$ cat config.mk
export PLATFORM = sky130hd
export DESIGN_NAME = fetch_unit_flat
export DESIGN_NICKNAME = d
export VERILOG_FILES = /design/src/rtl/fetch_unit_if.sv /design/src/rtl/fetch_unit.sv /design/src/flat_wrapper.sv
export SDC_FILE = /design/constraint.sdc
export NUM_CORES = 1
export LEC_CHECK = 0
export BUFFER_PORTS_ARGS = -buffer_cell sky130_fd_sc_hd__buf_2
export CAP_MARGIN = 20
export CORE_ASPECT_RATIO = 1.25
export CORE_MARGIN = 3
export CORE_UTILIZATION = 50
export CTS_CLUSTER_DIAMETER = 50
export DETAILED_ROUTE_END_ITERATION = 7
export GPL_TIMING_DRIVEN = 0
export PLACE_DENSITY = 0.76
export SLEW_MARGIN = 40
export SYNTH_ARGS = -nofsm -noshare
export SYNTH_HDL_FRONTEND = slang
export SYNTH_SLANG_ARGS = --single-unit
$ cat constraint.sdc
create_clock -name clk -period 5.2 [get_ports clk]
set_input_delay 1.3 -clock clk [delete_from_list [all_inputs] [get_ports clk]]
set_output_delay 1.3 -clock clk [all_outputs]
set_load 0.02 [all_outputs]
$ cat src/rtl/fetch_unit_if.sv
// Handshake bundle between the fetch stage, instruction memory, branch redirect and decode.
// The master side is the fetch unit; the slave side is its environment.
interface fetch_unit_if;
  logic        imem_req_valid;
  logic        imem_req_ready;
  logic [31:0] imem_req_addr;
  logic        imem_rsp_valid;
  logic [31:0] imem_rsp_data;
  logic        redirect_valid;
  logic [31:0] redirect_pc;
  logic        instr_valid;
  logic        instr_ready;
  logic [31:0] instr;
  logic [31:0] instr_pc;
  logic [2:0]  imm_src;

  modport master (
    output imem_req_valid, imem_req_addr,
    input  imem_req_ready,
    input  imem_rsp_valid, imem_rsp_data,
    input  redirect_valid, redirect_pc,
    output instr_valid, instr, instr_pc, imm_src,
    input  instr_ready
  );

  modport slave (
    input  imem_req_valid, imem_req_addr,
    output imem_req_ready,
    output imem_rsp_valid, imem_rsp_data,
    output redirect_valid, redirect_pc,
    input  instr_valid, instr, instr_pc, imm_src,
    output instr_ready
  );
endinterface

$ cat src/rtl/fetch_unit.sv
// Instruction fetch: credit-limited request issue, in-order response FIFO with
// immediate-format pre-decode, and flush/restart on redirect.
module fetch_unit #(
  parameter logic [31:0] RESET_PC = 32'h0000_0000,
  parameter int unsigned DEPTH    = 2
) (
  input  logic         clk,
  input  logic         rst_n,
  fetch_unit_if.master bus
);
  localparam int unsigned AW = (DEPTH > 1) ? $clog2(DEPTH) : 1;
  localparam int unsigned CW = AW + 1;
  localparam logic [CW:0] DEPTH_C = (CW + 1)'(DEPTH);

  typedef enum logic {ST_IDLE, ST_RUN} state_e;

  state_e        state_q, state_d;
  logic [31:0]   pc_q, pc_d;
  logic [31:0]   rsp_pc_q, rsp_pc_d;
  logic [CW-1:0] outstanding_q, outstanding_d;
  logic [CW-1:0] discard_q, discard_d;
  logic [CW-1:0] count_q, count_d;
  logic [AW-1:0] wr_ptr_q, wr_ptr_d;
  logic [AW-1:0] rd_ptr_q, rd_ptr_d;

  logic [31:0]   mem_instr_q [DEPTH];
  logic [31:0]   mem_pc_q    [DEPTH];

  logic          running;
  logic          credit_ok;
  logic          req_valid;
  logic          req_fire;
  logic          rsp_drop;
  logic          push;
  logic          pop;
  logic          head_valid;
  logic [31:0]   redirect_target;
  logic [31:0]   head_instr;
  logic [31:0]   head_pc;
  logic [1:0]    unused_bits;

  assign unused_bits = bus.redirect_pc[1:0];

  function automatic logic [2:0] imm_dec(input logic [6:0] opc);
    logic [2:0] sel;
    sel = 3'b000;
    case (opc)
      7'b0100011:             sel = 3'b001;
      7'b1100011:             sel = 3'b010;
      7'b0110111, 7'b0010111: sel = 3'b011;
      7'b1101111:             sel = 3'b100;
      default:                sel = 3'b000;
    endcase
    return sel;
  endfunction

  // Fetch starts one edge after reset release.
  always_ff @(posedge clk or negedge rst_n) begin
    if (!rst_n) state_q <= ST_IDLE;
    else        state_q <= state_d;
  end

  always_comb begin
    state_d = state_q;
    running = 1'b0;
    case (state_q)
      ST_IDLE: state_d = ST_RUN;
      ST_RUN:  running = 1'b1;
      default: state_d = ST_IDLE;
    endcase
  end

  // Every in-flight request, stale or not, holds a reserved FIFO slot.
  always_comb begin
    credit_ok       = ({1'b0, outstanding_q} + {1'b0, count_q}) < DEPTH_C;
    req_valid       = running && credit_ok;
    req_fire        = req_valid && bus.imem_req_ready;
    head_valid      = (count_q != '0);
    rsp_drop        = bus.imem_rsp_valid && (discard_q != '0);
    push            = bus.imem_rsp_valid && !rsp_drop && !bus.redirect_valid;
    pop             = head_valid && bus.instr_ready;
    redirect_target = {bus.redirect_pc[31:2], 2'b00};
    outstanding_d   = outstanding_q + CW'(req_fire) - CW'(bus.imem_rsp_valid);

    pc_d      = pc_q;
    rsp_pc_d  = rsp_pc_q;
    discard_d = discard_q;
    count_d   = count_q;
    wr_ptr_d  = wr_ptr_q;
    rd_ptr_d  = rd_ptr_q;

    if (bus.redirect_valid) begin
      // Everything still in flight after this edge belongs to the old stream.
      pc_d      = redirect_target;
      rsp_pc_d  = redirect_target;
      discard_d = outstanding_d;
      count_d   = '0;
      wr_ptr_d  = '0;
      rd_ptr_d  = '0;
    end else begin
      if (req_fire) pc_d = pc_q + 32'd4;
      if (push) begin
        rsp_pc_d = rsp_pc_q + 32'd4;
        wr_ptr_d = wr_ptr_q + AW'(1);
      end
      if (pop)      rd_ptr_d  = rd_ptr_q + AW'(1);
      if (rsp_drop) discard_d = discard_q - CW'(1);
      count_d = count_q + CW'(push) - CW'(pop);
    end
  end

  always_ff @(posedge clk or negedge rst_n) begin
    if (!rst_n) begin
      pc_q          <= RESET_PC;
      rsp_pc_q      <= RESET_PC;
      outstanding_q <= '0;
      discard_q     <= '0;
      count_q       <= '0;
      wr_ptr_q      <= '0;
      rd_ptr_q      <= '0;
    end else begin
      pc_q          <= pc_d;
      rsp_pc_q      <= rsp_pc_d;
      outstanding_q <= outstanding_d;
      discard_q     <= discard_d;
      count_q       <= count_d;
      wr_ptr_q      <= wr_ptr_d;
      rd_ptr_q      <= rd_ptr_d;
    end
  end

  // Payload storage needs no reset: it is only observed behind head_valid.
  always_ff @(posedge clk) begin
    if (push) begin
      mem_instr_q[wr_ptr_q] <= bus.imem_rsp_data;
      mem_pc_q[wr_ptr_q]    <= rsp_pc_q;
    end
  end

  assign head_instr = mem_instr_q[rd_ptr_q];
  assign head_pc    = mem_pc_q[rd_ptr_q];

  assign bus.imem_req_valid = req_valid;
  assign bus.imem_req_addr  = pc_q;
  assign bus.instr_valid    = head_valid;
  assign bus.instr          = head_valid ? head_instr : 32'h0;
  assign bus.instr_pc       = head_valid ? head_pc : 32'h0;
  assign bus.imm_src        = head_valid ? imm_dec(head_instr[6:0]) : 3'b000;
endmodule
$ cat src/flat_wrapper.sv
// flat-port wrapper written by rule: the top's interface ports become plain ports
module fetch_unit_flat 
#(
  parameter logic [31:0] RESET_PC = 32'h0000_0000,
  parameter int unsigned DEPTH    = 2
)
  (clk, rst_n, bus_imem_req_valid, bus_imem_req_addr, bus_imem_req_ready, bus_imem_rsp_valid, bus_imem_rsp_data, bus_redirect_valid, bus_redirect_pc, bus_instr_valid, bus_instr, bus_instr_pc, bus_imm_src, bus_instr_ready);
  fetch_unit_if bus_i ();
  input  logic clk;
  input  logic rst_n;
  output wire logic [$bits(bus_i.imem_req_valid)-1:0] bus_imem_req_valid;
  output wire logic [$bits(bus_i.imem_req_addr)-1:0] bus_imem_req_addr;
  input wire logic [$bits(bus_i.imem_req_ready)-1:0] bus_imem_req_ready;
  input wire logic [$bits(bus_i.imem_rsp_valid)-1:0] bus_imem_rsp_valid;
  input wire logic [$bits(bus_i.imem_rsp_data)-1:0] bus_imem_rsp_data;
  input wire logic [$bits(bus_i.redirect_valid)-1:0] bus_redirect_valid;
  input wire logic [$bits(bus_i.redirect_pc)-1:0] bus_redirect_pc;
  output wire logic [$bits(bus_i.instr_valid)-1:0] bus_instr_valid;
  output wire logic [$bits(bus_i.instr)-1:0] bus_instr;
  output wire logic [$bits(bus_i.instr_pc)-1:0] bus_instr_pc;
  output wire logic [$bits(bus_i.imm_src)-1:0] bus_imm_src;
  input wire logic [$bits(bus_i.instr_ready)-1:0] bus_instr_ready;
  assign bus_imem_req_valid = bus_i.imem_req_valid;
  assign bus_imem_req_addr = bus_i.imem_req_addr;
  assign bus_i.imem_req_ready = bus_imem_req_ready;
  assign bus_i.imem_rsp_valid = bus_imem_rsp_valid;
  assign bus_i.imem_rsp_data = bus_imem_rsp_data;
  assign bus_i.redirect_valid = bus_redirect_valid;
  assign bus_i.redirect_pc = bus_redirect_pc;
  assign bus_instr_valid = bus_i.instr_valid;
  assign bus_instr = bus_i.instr;
  assign bus_instr_pc = bus_i.instr_pc;
  assign bus_imm_src = bus_i.imm_src;
  assign bus_i.instr_ready = bus_instr_ready;
  fetch_unit #(.RESET_PC(RESET_PC), .DEPTH(DEPTH)) u_core (.clk(clk), .rst_n(rst_n), .bus(bus_i));
endmodule
==> flow_metrics.py <==
metrics = {
    "power_and_ir_drop": {
        "internal_power_uw": 3150,
        "p_per_area_nw_per_um2": 462,
        "seqPwrFrac_pct": 39.5,
        "comb_power_share_pct": 33.9,
        "swShare_pct": 36.2,
        "ir_drop_uv": 238,
        "p_leak_uw": 0.00413,
        "total_power_uw": 4940,
        "p_switching_uw": 1790,
        "clkPwrFrac_pct": 26.6,
    },
    "clock_network": {
        "clock-root-buffer": "clkbuf_16",
        "clkTransAtPathRegs_ns": 0.07,
        "cts_buffer_depth": 2,
        "cts_tree": "done",
        "cts-htree-levels": 4,
        "hold_buffers": 0,
        "cts_buffers": 17,
        "clkLatencyLatePin_ns": 0.43,
        "cts_resized": 0,
        "cts_sinks": 193,
        "postCtsSetupRepairBufs": 0,
    },
    "layout": {
        "nFillCells": 1405,
        "final_net_count": 996,
        "diodes": 0,
        "layout-drive-gt1-share_pct": 25.7,
        "area_delta_synth_final_pct": 20.6,
        "final_cells": 1150,
        "finalInstanceArea_um2": 10700,
    },
    "synthesis": {
        "synth_top_area_share_pct": 42.0,
        "syn_area_um2": 8860,
        "synth.most_common_cell": "edfxtp_1",
        "ys_types": 50,
        "syn_inst": 725,
        "ys_async_sr_fraction_pct": 35.8,
        "avgSynthCellArea_um2": 12.2,
        "ys_top_cells_by_area": "edfxtp_1, dfrtp_1, mux2i_1",
        "synthTopCellsByCount": "edfxtp_1, nor2_1, dfrtp_1, mux2i_1, nand2_1",
        "synth_edf_count": 124,
        "ys_seq_area_share_pct": 61.5,
        "synth_area_leader_cell": "edfxtp_1",
        "ys_warn_count": 0,
        "synth-seq-cells": 193,
        "synth_ff_type": "edfxtp_1",
    },
    "timing": {
        "fin_crit_ns": 3.81,
        "rsz0062_at_grt": "false",
        "fin_crit_sh_pct": 73.2,
        "setup_viol_count_final": 0,
        "hold_viol": 0,
        "skew_ns": 0.0117,
        "finalSetupTns_ns": 0,
        "max_slew_margin_pct": 44.8,
        "finalWorstSetupSlack_ns": 1.39,
        "drv_slew": 0,
        "max_freq_ghz": 0.263,
        "worst_slew_pin_slew_ns": 0.828,
    },
    "worst_setup_path": {
        "required_ns": 3.90,
        "cp-start-kind": "register",
        "cp-end-kind": "output port",
        "worstPathArrival_ns": 2.51,
        "worstSetupPathType": "reg -> out",
        "cp_max_fo": 10,
        "rr_worst_depth": 7,
    },
    "hold_path": {
        "holdCritPathClass": "reg -> reg",
        "worstHoldPathCells": 0,
    },
    "route": {
        "wire_per_inst_um": 18.8,
        "initialDrtViolationCount": 690,
        "drtPass1Iterations": 5,
        "ant_nets": 0,
        "vias": 6689,
        "drc": 0,
        "via_per_inst": 5.82,
        "routed_wirelength_mm": 21.6,
    },
    "floorplanning": {
        "core-area_um2": 17100,
        "die-area_um2": 19400,
        "rows": 53,
        "chipHeight_um": 155,
        "start_util_pct": 51.8,
        "ios": 171,
        "die_w_um": 125,
    },
    "place": {
        "dpl.cell_count": 1119,
        "hpwlAfterDp_mm": 15.9,
        "pre_cts_ws_ns": 1.82,
        "io_buffers": 164,
        "gp_congestion": 0.931,
        "place_area_um2": 10100,
    },
    "grt": {
        "first_global_vias": 6508,
        "grt_first_pass_wirelength_mm": 34.2,
        "grt.overflow.total": 0,
        "grt_max_degree": 41,
        "antenna_found_initial": 0,
        "grt_usage_pct": 22.2,
    },
    "flow_run": {
        "drv_cap": 0,
    },
    "outcome": {
        "status": "completed",
    },
}
[metal layers]
metal  routed length, µm  up-vias  GRT usage (%)
li1                    -     3105              -
met1                9280     3232           30.3
met2               10400      315           36.5
met3                1430       37           4.19
met4                 431        0           6.46
met5                   0        -              0
[state kept, by name, summed over array words and instances (netlist names)]
register / cells
u_core.mem_instr_q: 64
u_core.mem_pc_q: 60
u_core.bus.imem_req_addr: 30
u_core.rsp_pc_q: 30
u_core.count_q: 2
u_core.discard_q: 2
u_core.outstanding_q: 2
u_core.rd_ptr_q: 1
u_core.state_q: 1
u_core.wr_ptr_q: 1
[cell usage in the layout, fill, tap and decap left out, types with 3 or more instances in the layout]
cell	n
buf_6	5
nand4_1	23
nor3_1	11
mux2i_1	60
a31oi_1	20
conb_1	5
inv_1	20
buf_4	4
a211oi_1	12
nor3b_1	3
nor2_1	102
buf_1	4
or4_1	18
ha_1	7
nand2_1	28
bufinv_16	3
edfxtp_1	124
dfrtp_1	69
xnor2_1	18
buf_2	167
nand3_1	21
and2_1	5
clkbuf_1	29
clkbuf_16	17
mux2_2	20
xor2_1	8
o31ai_1	11
and4_1	10
o211a_1	3
a21oi_1	6
nor2b_1	6
a311oi_1	8
and3_1	11
o21ai_0	10
nor4_1	17
clkinvlp_4	6
or3_1	8
[power by group through the flow]
stage | Clock [µW] | Sequential [µW] | Combinational [µW]
finish | 1320 | 1950 | 1670
global route | 1400 | 1970 | 1820
CTS | 1330 | 1950 | 1690
floorplan | 0 | 1980 | 1090
global placement | 0 | 1980 | 1640
detailed placement | 0 | 1980 | 1680
[through the flow]
stage               utilization, %  hold WS, ns
floorplan                        -        0.458
global placement              58.3        0.502
detailed placement            59.0        0.508
CTS                           62.5        0.526
global route                  62.5        0.539
finish                        62.5        0.532
[path summary, 6_finish.rpt]
check	startpoint	to	slack, ns
max	u_core.rd_ptr_q	bus_instr[25]	1.39
min	u_core.rsp_pc_q[13]	u_core.mem_pc_q[0][13]	0.53
max reg2reg	u_core.count_q[0]	u_core.bus.imem_req_addr[30]	2.29
min reg2reg	u_core.rsp_pc_q[13]	u_core.mem_pc_q[0][13]	0.53
max in group asynchronous	rst_n	u_core.rsp_pc_q[17]	3.93
min in group asynchronous	rst_n	u_core.bus.imem_req_addr[20]	0.74
[area by class of cell]
type / instances / area [µm²] / area share, %
clock inverters: 12 / 161 / 1.51
well taps: 220 / 275 / 2.58
clock buffers: 19 / 433 / 4.05
plain buffers: 39 / 166 / 1.56
multi-input cells: 476 / 3200 / 29.9
flip-flops and latches: 193 / 5450 / 51.0
inverters: 20 / 75.1 / 0.703
repair buffers: 171 / 927 / 8.68
[worst max-delay path: stages, from the launching register on]
cell and delay (ns):
dfrtp_1 0.37, clkbuf_1 0.44, buf_2 0.39, buf_2 0.38
mux2i_1 0.25, nor2_1 0.07, buf_2 0.18
[cell families after synthesis]
group                    synth area share (%)
other                                  0.0847
flip-flops                               61.5
XOR/XNOR                                 2.57
AND/OR/NAND/NOR                          16.1
adder cells (fa/ha/maj)                  1.21
buffers and inverters                    2.72
AO/OA/AOI/OAI                            6.49
multiplexers                             9.32
No activity file was read; power rests on OpenSTA's default activity.
